===== src/rtl/reg_writeback_pkg.sv =====
// Shared definitions for the register-file write side.
//   XLEN     : register data width
//   RA_W     : register address width
//   NUM_REGS : number of architectural registers
//   REG_X0   : hard-wired zero register
//   wb_entry_t : one pending writeback (destination + data)
package reg_writeback_pkg;

  localparam int unsigned XLEN     = 32;
  localparam int unsigned RA_W     = 5;
  localparam int unsigned NUM_REGS = 1 << RA_W;

  localparam logic [RA_W-1:0] REG_X0 = '0;

  typedef struct packed {
    logic [RA_W-1:0] rd;
    logic [XLEN-1:0] data;
  } wb_entry_t;

endpackage


===== src/rtl/reg_writeback_fifo.sv =====
// Parameterised synchronous FIFO with occupancy count and full/empty flags.
// Head entry is presented combinationally on rdata. Depth must be a power of two
// so the pointers wrap naturally.
//   clk, rst     : clock, asynchronous active-high reset
//   push, wdata  : enqueue (ignored while full)
//   pop, rdata   : dequeue (ignored while empty), head entry
//   count        : current occupancy
//   full, empty  : occupancy flags
module reg_writeback_fifo #(
  parameter int unsigned Width = 8,
  parameter int unsigned Depth = 2
) (
  input  logic                       clk,
  input  logic                       rst,
  input  logic                       push,
  input  logic [Width-1:0]           wdata,
  input  logic                       pop,
  output logic [Width-1:0]           rdata,
  output logic [$clog2(Depth+1)-1:0] count,
  output logic                       full,
  output logic                       empty
);

  localparam int unsigned PtrW = (Depth > 1) ? $clog2(Depth) : 1;
  localparam int unsigned CntW = $clog2(Depth + 1);

  logic [Width-1:0] mem_q [Depth];
  logic [PtrW-1:0]  wr_ptr_q, rd_ptr_q;
  logic [CntW-1:0]  count_q;
  logic             do_push, do_pop;

  assign full    = (count_q == CntW'(Depth));
  assign empty   = (count_q == '0);
  assign count   = count_q;
  assign do_push = push && !full;
  assign do_pop  = pop && !empty;
  assign rdata   = mem_q[rd_ptr_q];

  always_ff @(posedge clk or posedge rst) begin
    if (rst) begin
      wr_ptr_q <= '0;
      rd_ptr_q <= '0;
      count_q  <= '0;
    end else begin
      if (do_push) wr_ptr_q <= wr_ptr_q + PtrW'(1);
      if (do_pop)  rd_ptr_q <= rd_ptr_q + PtrW'(1);
      if (do_push && !do_pop)      count_q <= count_q + CntW'(1);
      else if (do_pop && !do_push) count_q <= count_q - CntW'(1);
    end
  end

  // Storage needs no reset; valid entries are tracked by the pointers.
  always_ff @(posedge clk) begin
    if (do_push) mem_q[wr_ptr_q] <= wdata;
  end

endmodule


===== src/rtl/reg_writeback.sv =====
// Register-file write-port master. Merges the single-cycle primary result path
// with buffered mul/div results and tracks registers whose values are in flight.
//   clk, rst                      : clock, asynchronous active-high reset
//   wb_valid/wb_rd/wb_data        : primary result, wb_ready when consumed
//   md_issue/md_issue_rd          : mul/div issue, marks rd pending
//   md_valid/md_rd/md_data        : mul/div result, md_ready when accepted
//   rs1/rs2/rd_dec, hazard        : decode operands, stall request
//   write_reg/target_reg/write_rd_data : register-file write port
module reg_writeback
  import reg_writeback_pkg::*;
#(
  parameter int unsigned FIFO_DEPTH = 2
) (
  input  logic            clk,
  input  logic            rst,
  input  logic            wb_valid,
  input  logic [RA_W-1:0] wb_rd,
  input  logic [XLEN-1:0] wb_data,
  output logic            wb_ready,
  input  logic            md_issue,
  input  logic [RA_W-1:0] md_issue_rd,
  input  logic            md_valid,
  input  logic [RA_W-1:0] md_rd,
  input  logic [XLEN-1:0] md_data,
  output logic            md_ready,
  input  logic [RA_W-1:0] rs1,
  input  logic [RA_W-1:0] rs2,
  input  logic [RA_W-1:0] rd_dec,
  output logic            hazard,
  output logic            write_reg,
  output logic [RA_W-1:0] target_reg,
  output logic [XLEN-1:0] write_rd_data
);

  localparam int unsigned CntW = $clog2(FIFO_DEPTH + 1);

  wb_entry_t           push_entry, head_entry;
  logic [CntW-1:0]     fifo_count;
  logic                fifo_full, fifo_empty;
  logic                fifo_push, fifo_pop;
  logic                sel_wb, sel_head;
  logic [NUM_REGS-1:0] pending_q, pending_d;

  assign push_entry = '{rd: md_rd, data: md_data};
  assign md_ready   = !rst && (fifo_count < CntW'(FIFO_DEPTH));
  assign fifo_push  = md_valid && md_ready;

  reg_writeback_fifo #(
    .Width($bits(wb_entry_t)),
    .Depth(FIFO_DEPTH)
  ) u_md_fifo (
    .clk   (clk),
    .rst   (rst),
    .push  (fifo_push),
    .wdata (push_entry),
    .pop   (fifo_pop),
    .rdata (head_entry),
    .count (fifo_count),
    .full  (fifo_full),
    .empty (fifo_empty)
  );

  // A full buffer takes priority so the mul/div unit can never be starved.
  always_comb begin
    sel_wb   = 1'b0;
    sel_head = 1'b0;
    if (!fifo_full && wb_valid) sel_wb = 1'b1;
    else if (!fifo_empty)       sel_head = 1'b1;
  end

  assign fifo_pop = sel_head && !rst;
  assign wb_ready = sel_wb && !rst;

  always_comb begin
    write_reg     = 1'b0;
    target_reg    = '0;
    write_rd_data = '0;
    if (!rst) begin
      if (sel_wb) begin
        write_reg     = (wb_rd != REG_X0);
        target_reg    = wb_rd;
        write_rd_data = wb_data;
      end else if (sel_head) begin
        // rd == x0 still consumes the slot, just without a write.
        write_reg     = (head_entry.rd != REG_X0);
        target_reg    = head_entry.rd;
        write_rd_data = head_entry.data;
      end
    end
  end

  // Clear before set so a same-cycle issue to the popped rd stays pending.
  always_comb begin
    pending_d = pending_q;
    if (fifo_pop) pending_d[head_entry.rd] = 1'b0;
    if (md_issue) pending_d[md_issue_rd]   = 1'b1;
    pending_d[REG_X0] = 1'b0;
  end

  always_ff @(posedge clk or posedge rst) begin
    if (rst) pending_q <= '0;
    else     pending_q <= pending_d;
  end

  assign hazard = !rst && (pending_q[rs1] || pending_q[rs2] || pending_q[rd_dec]);

endmodule


===== config.mk =====
export PLATFORM = sky130hd
export DESIGN_NAME = reg_writeback
export DESIGN_NICKNAME = d
export VERILOG_FILES = /design/src/rtl/reg_writeback_pkg.sv /design/src/rtl/reg_writeback_fifo.sv /design/src/rtl/reg_writeback.sv
export SDC_FILE = /design/constraint.sdc
export NUM_CORES = 1
export LEC_CHECK = 0
export BUFFER_PORTS_ARGS = -buffer_cell sky130_fd_sc_hd__clkbuf_2
export CAP_MARGIN = 20
export CORE_MARGIN = 5
export CORE_UTILIZATION = 50
export DETAILED_ROUTE_END_ITERATION = 12
export HOLD_SLACK_MARGIN = 0.05
export PLACE_DENSITY = 0.77
export RECOVER_POWER = 100
export SYNTH_ARGS = -nofsm -noshare
export SYNTH_HDL_FRONTEND = slang
export SYNTH_SLANG_ARGS = --single-unit
export TNS_END_PERCENT = 20

===== constraint.sdc =====
create_clock -name clk -period 3.5 [get_ports clk]
set_input_delay 0.525 -clock clk [delete_from_list [all_inputs] [get_ports clk]]
set_output_delay 0.525 -clock clk [all_outputs]
set_load 0.01 [all_outputs]

==> impl_metrics.tcl, run 1 <==
set metrics [dict create \
    min_period_ps 3060 \
    power.density_nw_per_um2 663 \
    critPathArrivalTime_ps 2530 \
    end_kind "primary output" \
    synthCells 455 \
    final_hold_viol_count 0 \
    grt_first_pass_wirelength_mm 21.5 \
    dieArea_sq_um 13200 \
    max_freq_mhz 327 \
    port_buffers 139 \
    fp.coreArea_sq_um 10800 \
    final_cells 732 \
    overflow 0 \
    synth-async-reset-ratio 0.321 \
    via_per_inst 5.85 \
    slew_headroom -0.416 \
    p_leak_nw 2.41 \
    regArea_sq_um 3100 \
    rsz0062_at_grt "false" \
    clk_pin_slew_ps 90 \
    cts_htree_levels 3 \
    final_common_cell "o21ai_0" \
    r2r_slack_ps 660 \
    synth_edf_count 74 \
    avgSynthCellArea_sq_um 12.1 \
    place_hpwl_mm 10.0 \
    clock_latency_ps 360 \
    die_w_microns 115 \
    wl_per_cell_microns 18.4 \
    clock-sinks 109 \
    yosys_warnings 0 \
    synth_top_flop_cell "edfxtp_1" \
    place_inst 716 \
    critPathKind "register to primary output" \
    first_iter_violations 364 \
    antenna_found_initial 0 \
    num_antenna_cells 0 \
    ys_seq_area_frac 0.563 \
    firstDrtPassIters 5 \
    gp_congestion 0.938 \
    crit_required_ps 2970 \
    drv_cap 3 \
    fill_cells 879 \
    irDropWorstVdd_mv 0.386 \
    cts_root_buf "clkbuf_8" \
    cts_setup_buffers 0 \
    min_period_over_period 0.874 \
    routed-via-count 4279 \
    first_global_vias 4377 \
    drv_slew 108 \
    final_antenna_net_count 0 \
    critPathMaxFanout 38 \
    violations "capacitance limit, slew limit" \
    ys_ff_latch 109 \
    synth.net_count 555 \
    tritoncts "built" \
    layout_common_cells "o21ai_0 (101), edfxtp_1 (74), clkbuf_2 (72), clkbuf_1 (71), nand2_1 (54)" \
    total_power_mw 4.24 \
    cts.path.max_buffers 2 \
    fin_skew_ps 11.0 \
    worstMarginPinSlew_ps 2120 \
    drive_gt1_frac 0.194 \
    design_area_sq_um 6400 \
    placed_area_sq_um 6280 \
    cts_made_buffers 9 \
    status "finished with violations" \
    multi_input_area_sq_um 2220 \
    finalSetupViolations 0 \
    grt_usage 0.207 \
    wirelength_mm 13.5 \
    hold_path.class "primary input to async pin" \
    yosysUniqueCellTypes 46 \
    io_pins 140 \
    hold_buffers 0 \
    whs_ps 212 \
    synth_area_sq_um 5500 \
    drc 0 \
    rows 38 \
    cts_resized 0 \
    worst_setup_path_start_kind "register" \
    start_util 0.510 \
    area_growth_pct 16.4 \
    setup_tns_ps 0 \
    grt_max_degree 39 \
    die_h_microns 115 \
    nNetsFinal 687 \
]
## area by class of cell
type,instances,share of cell area
flip-flops and latches,109,0.484
multi-input cells,310,0.347
repair buffers,144,0.0991
well taps,140,0.0274
clock buffers,9,0.0194
clock inverters,7,0.0152
inverters,13,0.00762
## where the power goes
| part | switching [mW] | internal (mW) | leakage, nW | total, mW |
|---|---|---|---|---|
| logic | 0.796 | 0.651 | 1.23 | 1.45 |
| registers | 0.289 | 1.69 | 1.08 | 1.98 |
| clock network | 0.414 | 0.405 | 0.101 | 0.819 |
| total | 1.50 | 2.74 | 2.41 | 4.24 |
## synthesized netlist by cell type (2+ instances only)
| master | count | area [sq um] |
|---|---|---|
| o21ai_0 | 100 | 500 |
| edfxtp_1 | 74 | 2220 |
| nand2_1 | 54 | 203 |
| mux2i_1 | 44 | 440 |
| dfrtp_1 | 35 | 876 |
| inv_1 | 13 | 48.8 |
| mux4_2 | 13 | 293 |
| buf_2 | 10 | 50.1 |
| nor2_1 | 9 | 33.8 |
| nor2b_1 | 9 | 56.3 |
| nand3b_1 | 8 | 60.1 |
| a2111oi_0 | 7 | 61.3 |
| a21oi_1 | 6 | 30.0 |
| mux2_2 | 6 | 67.6 |
| buf_6 | 5 | 56.3 |
| clkbuf_1 | 5 | 18.8 |
| nand3_1 | 5 | 25.0 |
| a221oi_1 | 4 | 35.0 |
| nand2b_1 | 4 | 25.0 |
| nor3b_1 | 4 | 30.0 |
| o32ai_1 | 3 | 26.3 |
| or3b_2 | 3 | 26.3 |
| xnor2_1 | 3 | 26.3 |
| a211oi_1 | 2 | 15.0 |
| a2bb2o_1 | 2 | 20.0 |
| a31oi_1 | 2 | 12.5 |
| buf_4 | 2 | 15.0 |
| mux4_1 | 2 | 52.6 |
| o211ai_1 | 2 | 15.0 |
| o2bb2ai_1 | 2 | 17.5 |
| xor2_1 | 2 | 17.5 |
## flip-flops by register name (all words and copies together) (netlist names)
signal              flops
u_md_fifo.wr_ptr_q      1
pending_q              31
u_md_fifo.count         2
u_md_fifo.rd_ptr_q      1
u_md_fifo.mem_q        74
## layer usage
layer,track usage,vias up,routed length (microns),share of wire
li1,-,1997,-,-
met1,0.266,2026,5250,0.39
met2,0.341,236,6560,0.49
met3,0.0563,20,1450,0.11
met4,0.0689,0,224,0.017
met5,0,-,0,0
## worst max-delay path, cell delays in order, from the launching register on
cell,delay [ps]
dfrtp_2,500
clkbuf_2,700
nor2b_1,440
a21oi_1,100
o21ai_0,220
clkbuf_1,210
## metrics by stage
stage / util / setup WS (ps)
after CTS: 0.602 / 592
after global routing: 0.593 / 226
after global placement: 0.582 / 661
after floorplan: - / 587
after detailed placement: 0.582 / 672
final: 0.593 / 442
## logic make-up after synthesis
family,count (synthesis),share of synthesized area
AO/OA/AOI/OAI,134,0.140
flip-flops,109,0.563
AND/OR/NAND/NOR,104,0.0939
multiplexers,66,0.158
buffers and inverters,36,0.0350
XOR/XNOR,5,0.00796
adder cells (fa/ha/maj),1,0.00227
## worst paths after layout
kind,start,to,cells past startpoint
worst max-delay path,u_md_fifo.rd_ptr_q,target_reg[2],5
worst max register to register,u_md_fifo.count[1],u_md_fifo.mem_q[0][13],4
max in group asynchronous,rst,pending_q[2],3
worst min-delay path,rst,u_md_fifo.rd_ptr_q,2
min in group clk,md_data[30],u_md_fifo.mem_q[1][30],1
worst min register to register,u_md_fifo.wr_ptr_q,u_md_fifo.wr_ptr_q,1
No activity file was read; power rests on OpenSTA's default activity.
==> run 2, diff against run 1 <==
--- a/config.mk
+++ b/config.mk
@@ -5,14 +5,16 @@
 export SDC_FILE = /design/constraint.sdc
 export NUM_CORES = 1
 export LEC_CHECK = 0
+export ABC_AREA = 1
 export BUFFER_PORTS_ARGS = -buffer_cell sky130_fd_sc_hd__clkbuf_2
 export CAP_MARGIN = 20
 export CORE_MARGIN = 5
 export CORE_UTILIZATION = 50
 export DETAILED_ROUTE_END_ITERATION = 12
 export HOLD_SLACK_MARGIN = 0.05
-export PLACE_DENSITY = 0.77
+export PLACE_DENSITY = 0.76
 export RECOVER_POWER = 100
+export REMOVE_ABC_BUFFERS = 1
 export SYNTH_ARGS = -nofsm -noshare
 export SYNTH_HDL_FRONTEND = slang
 export SYNTH_SLANG_ARGS = --single-unit
==> impl_metrics.tcl, run 2 <==
set metrics [dict create \
    status "finished with violations" \
    violations "capacitance limit, slew limit" \
    yosysUniqueCellTypes 33 \
    synth_area_sq_um 5710 \
    synth_top_area_frac 0.389 \
    power.density_nw_per_um2 671 \
    die_h_microns 117 \
    final_cells 896 \
    ys_top_cells_by_count "nand2_1 (155), nand3_1 (89), edfxtp_1 (74)" \
    placed_area_sq_um 6490 \
    min_period_over_period 0.822 \
    place_hpwl_mm 10.9 \
    cts_htree_levels 3 \
    gp_congestion 0.944 \
    critPathMaxFanout 34 \
    setup_tns_ps 0 \
    synthTopCellsByArea "edfxtp_1 (39%), dfrtp_1 (15%), nand2_1 (10%)" \
    wirelength_mm 14.6 \
    fin_util 0.584 \
    drc 0 \
    finalSetupViolations 0 \
    tritoncts "built" \
    clk_pin_slew_ps 70 \
    max_freq_mhz 348 \
    cts_setup_buffers 0 \
    drive_gt1_frac 0.157 \
    drv_slew 91 \
    cp_cell_sequence "nor2_1, nand2_1, nor2_1, clkbuf_1" \
    crit_slowest_cell "clkbuf_1" \
    synth-async-reset-ratio 0.321 \
    via_per_inst 5.55 \
    cp_common_cell "nor2_1" \
    cts.path.max_buffers 2 \
    hold_path.class "primary input to register" \
    critPathArrivalTime_ps 2810 \
    worstReg2RegStart "u_md_fifo.count[1]" \
    clock-sinks 109 \
    antenna_found_initial 0 \
    p_leak_nw 2.81 \
    fp.coreArea_sq_um 11300 \
    start_util 0.504 \
    cts_root_buf "clkbuf_16" \
    layout_common_cells "nand2_1 (158), nand3_1 (90), o21ai_0 (90), edfxtp_1 (74), clkbuf_2 (73)" \
    grt_usage 0.216 \
    cts_made_buffers 9 \
    num_antenna_cells 0 \
    cts_resized 0 \
    drv_cap 3 \
    min_period_ps 2880 \
    synth_edf_count 74 \
    final_antenna_net_count 0 \
    largest_reg_flops 74 \
    slew_headroom -0.272 \
    fin_skew_ps 4.33 \
    final_common_cell "nand2_1" \
    design_area_sq_um 6610 \
    min_to "u_md_fifo.mem_q[1][28]" \
    die_w_microns 117 \
    hold_buffers 0 \
    wl_per_cell_microns 16.2 \
    synthCells 615 \
    critPathKind "register to register" \
    nNetsFinal 848 \
    rsz0062_at_grt "false" \
    grt_max_degree 42 \
    yosys_warnings 0 \
    firstDrtPassIters 7 \
    synth_top_flop_cell "edfxtp_1" \
    first_global_vias 4784 \
    worst_setup_path_start_kind "register" \
    dieArea_sq_um 13700 \
    irDropWorstVdd_mv 0.451 \
    final_hold_viol_count 0 \
    avgSynthCellArea_sq_um 9.29 \
    yosys.area.top_type "edfxtp_1" \
    place_inst 880 \
    whs_ps 368 \
    top_register "u_md_fifo.mem_q" \
    crit_required_ps 3430 \
    r2r_slack_ps 620 \
    port_buffers 139 \
    io_pins 140 \
    area_growth_pct 15.7 \
    crit_path_max_incr_delay_ps 1410 \
    grt_first_pass_wirelength_mm 23.0 \
    rr_endpoint "u_md_fifo.mem_q[0][5]" \
    ys_ff_latch 109 \
    hold_start "md_data[28]" \
    first_iter_violations 525 \
    end_kind "register" \
    rows 39 \
    reg2regPathDepth 4 \
    ys_seq_area_frac 0.543 \
    clock_latency_ps 340 \
    routed-via-count 4975 \
    overflow 0 \
    worstMarginPinSlew_ps 1910 \
    holdPathStages 1 \
    yosysMostFrequentCell "nand2_1" \
]
-- run 2: changes by cell type after synthesis, sizes merged, moves of 7 or more --
cell and change:
nand3 +92, nand3b -7, mux2i -12, a2111oi -7, nand2 +108, mux2 -7, inv +47, nor2b -9
mux4 -15
-- run 2: how the worst max path moves through the flow --
stage	start	to	depth (start not counted)
final	u_md_fifo.count[1]	u_md_fifo.mem_q[0][5]	4
after global routing	u_md_fifo.count[1]	u_md_fifo.mem_q[1][26]	4
after CTS	u_md_fifo.rd_ptr_q	write_reg	9
after detailed placement	wb_valid	write_reg	8
after global placement	wb_valid	write_reg	8
after floorplan	u_md_fifo.rd_ptr_q	write_reg	8
-- run 2: power breakdown --
part / total, mW / switching [mW] / internal [mW]
sequential: 1.99 / 0.312 / 1.68
combinational: 1.54 / 0.971 / 0.565
clock: 0.906 / 0.430 / 0.476
total: 4.43 / 1.71 / 2.72
-- run 2: layer usage --
metal  share of wire  global-route usage  wire length (microns)
met1            0.39               0.280                   5730
met5               0                   0                      0
met4           0.025              0.0757                    367
met3            0.10              0.0504                   1520
met2            0.48               0.359                   6940
-- run 2: logic make-up after synthesis --
logic type      after synthesis  share of synthesized area
xor+xnor                      4                    0.00614
simple gates                274                      0.221
mux                          32                     0.0561
buf+inv                      84                     0.0679
fa+ha+maj                     1                    0.00219
flops                       109                      0.543
compound gates              111                      0.104
-- run 2: layout make-up --
type                       instances  area (sq um)
clock buffer                       9           225
inverter                          60           225
fill                            1014          4710
timing repair buffer             146           647
tap                              143           179
multi-input combinational        422          2190
sequential                       109          3100
clock inverter                     7          42.5
-- run 2: through the flow --
step | setup slack [ps] | total power [mW]
2_1_floorplan | 558 | 3.04
3_3_place_gp | 1120 | 3.57
3_5_place_dp | 1090 | 3.63
4_1_cts | 804 | 4.54
5_1_grt | 370 | 4.73
6_report | 623 | 4.43
-- run 2: worst max-delay path, delay by kind of cell (launching register included) --
kind | cells | cell delay, ps
buffers and inverters | 1 | 1410
DFF | 1 | 400
and+or+nand+nor | 3 | 620
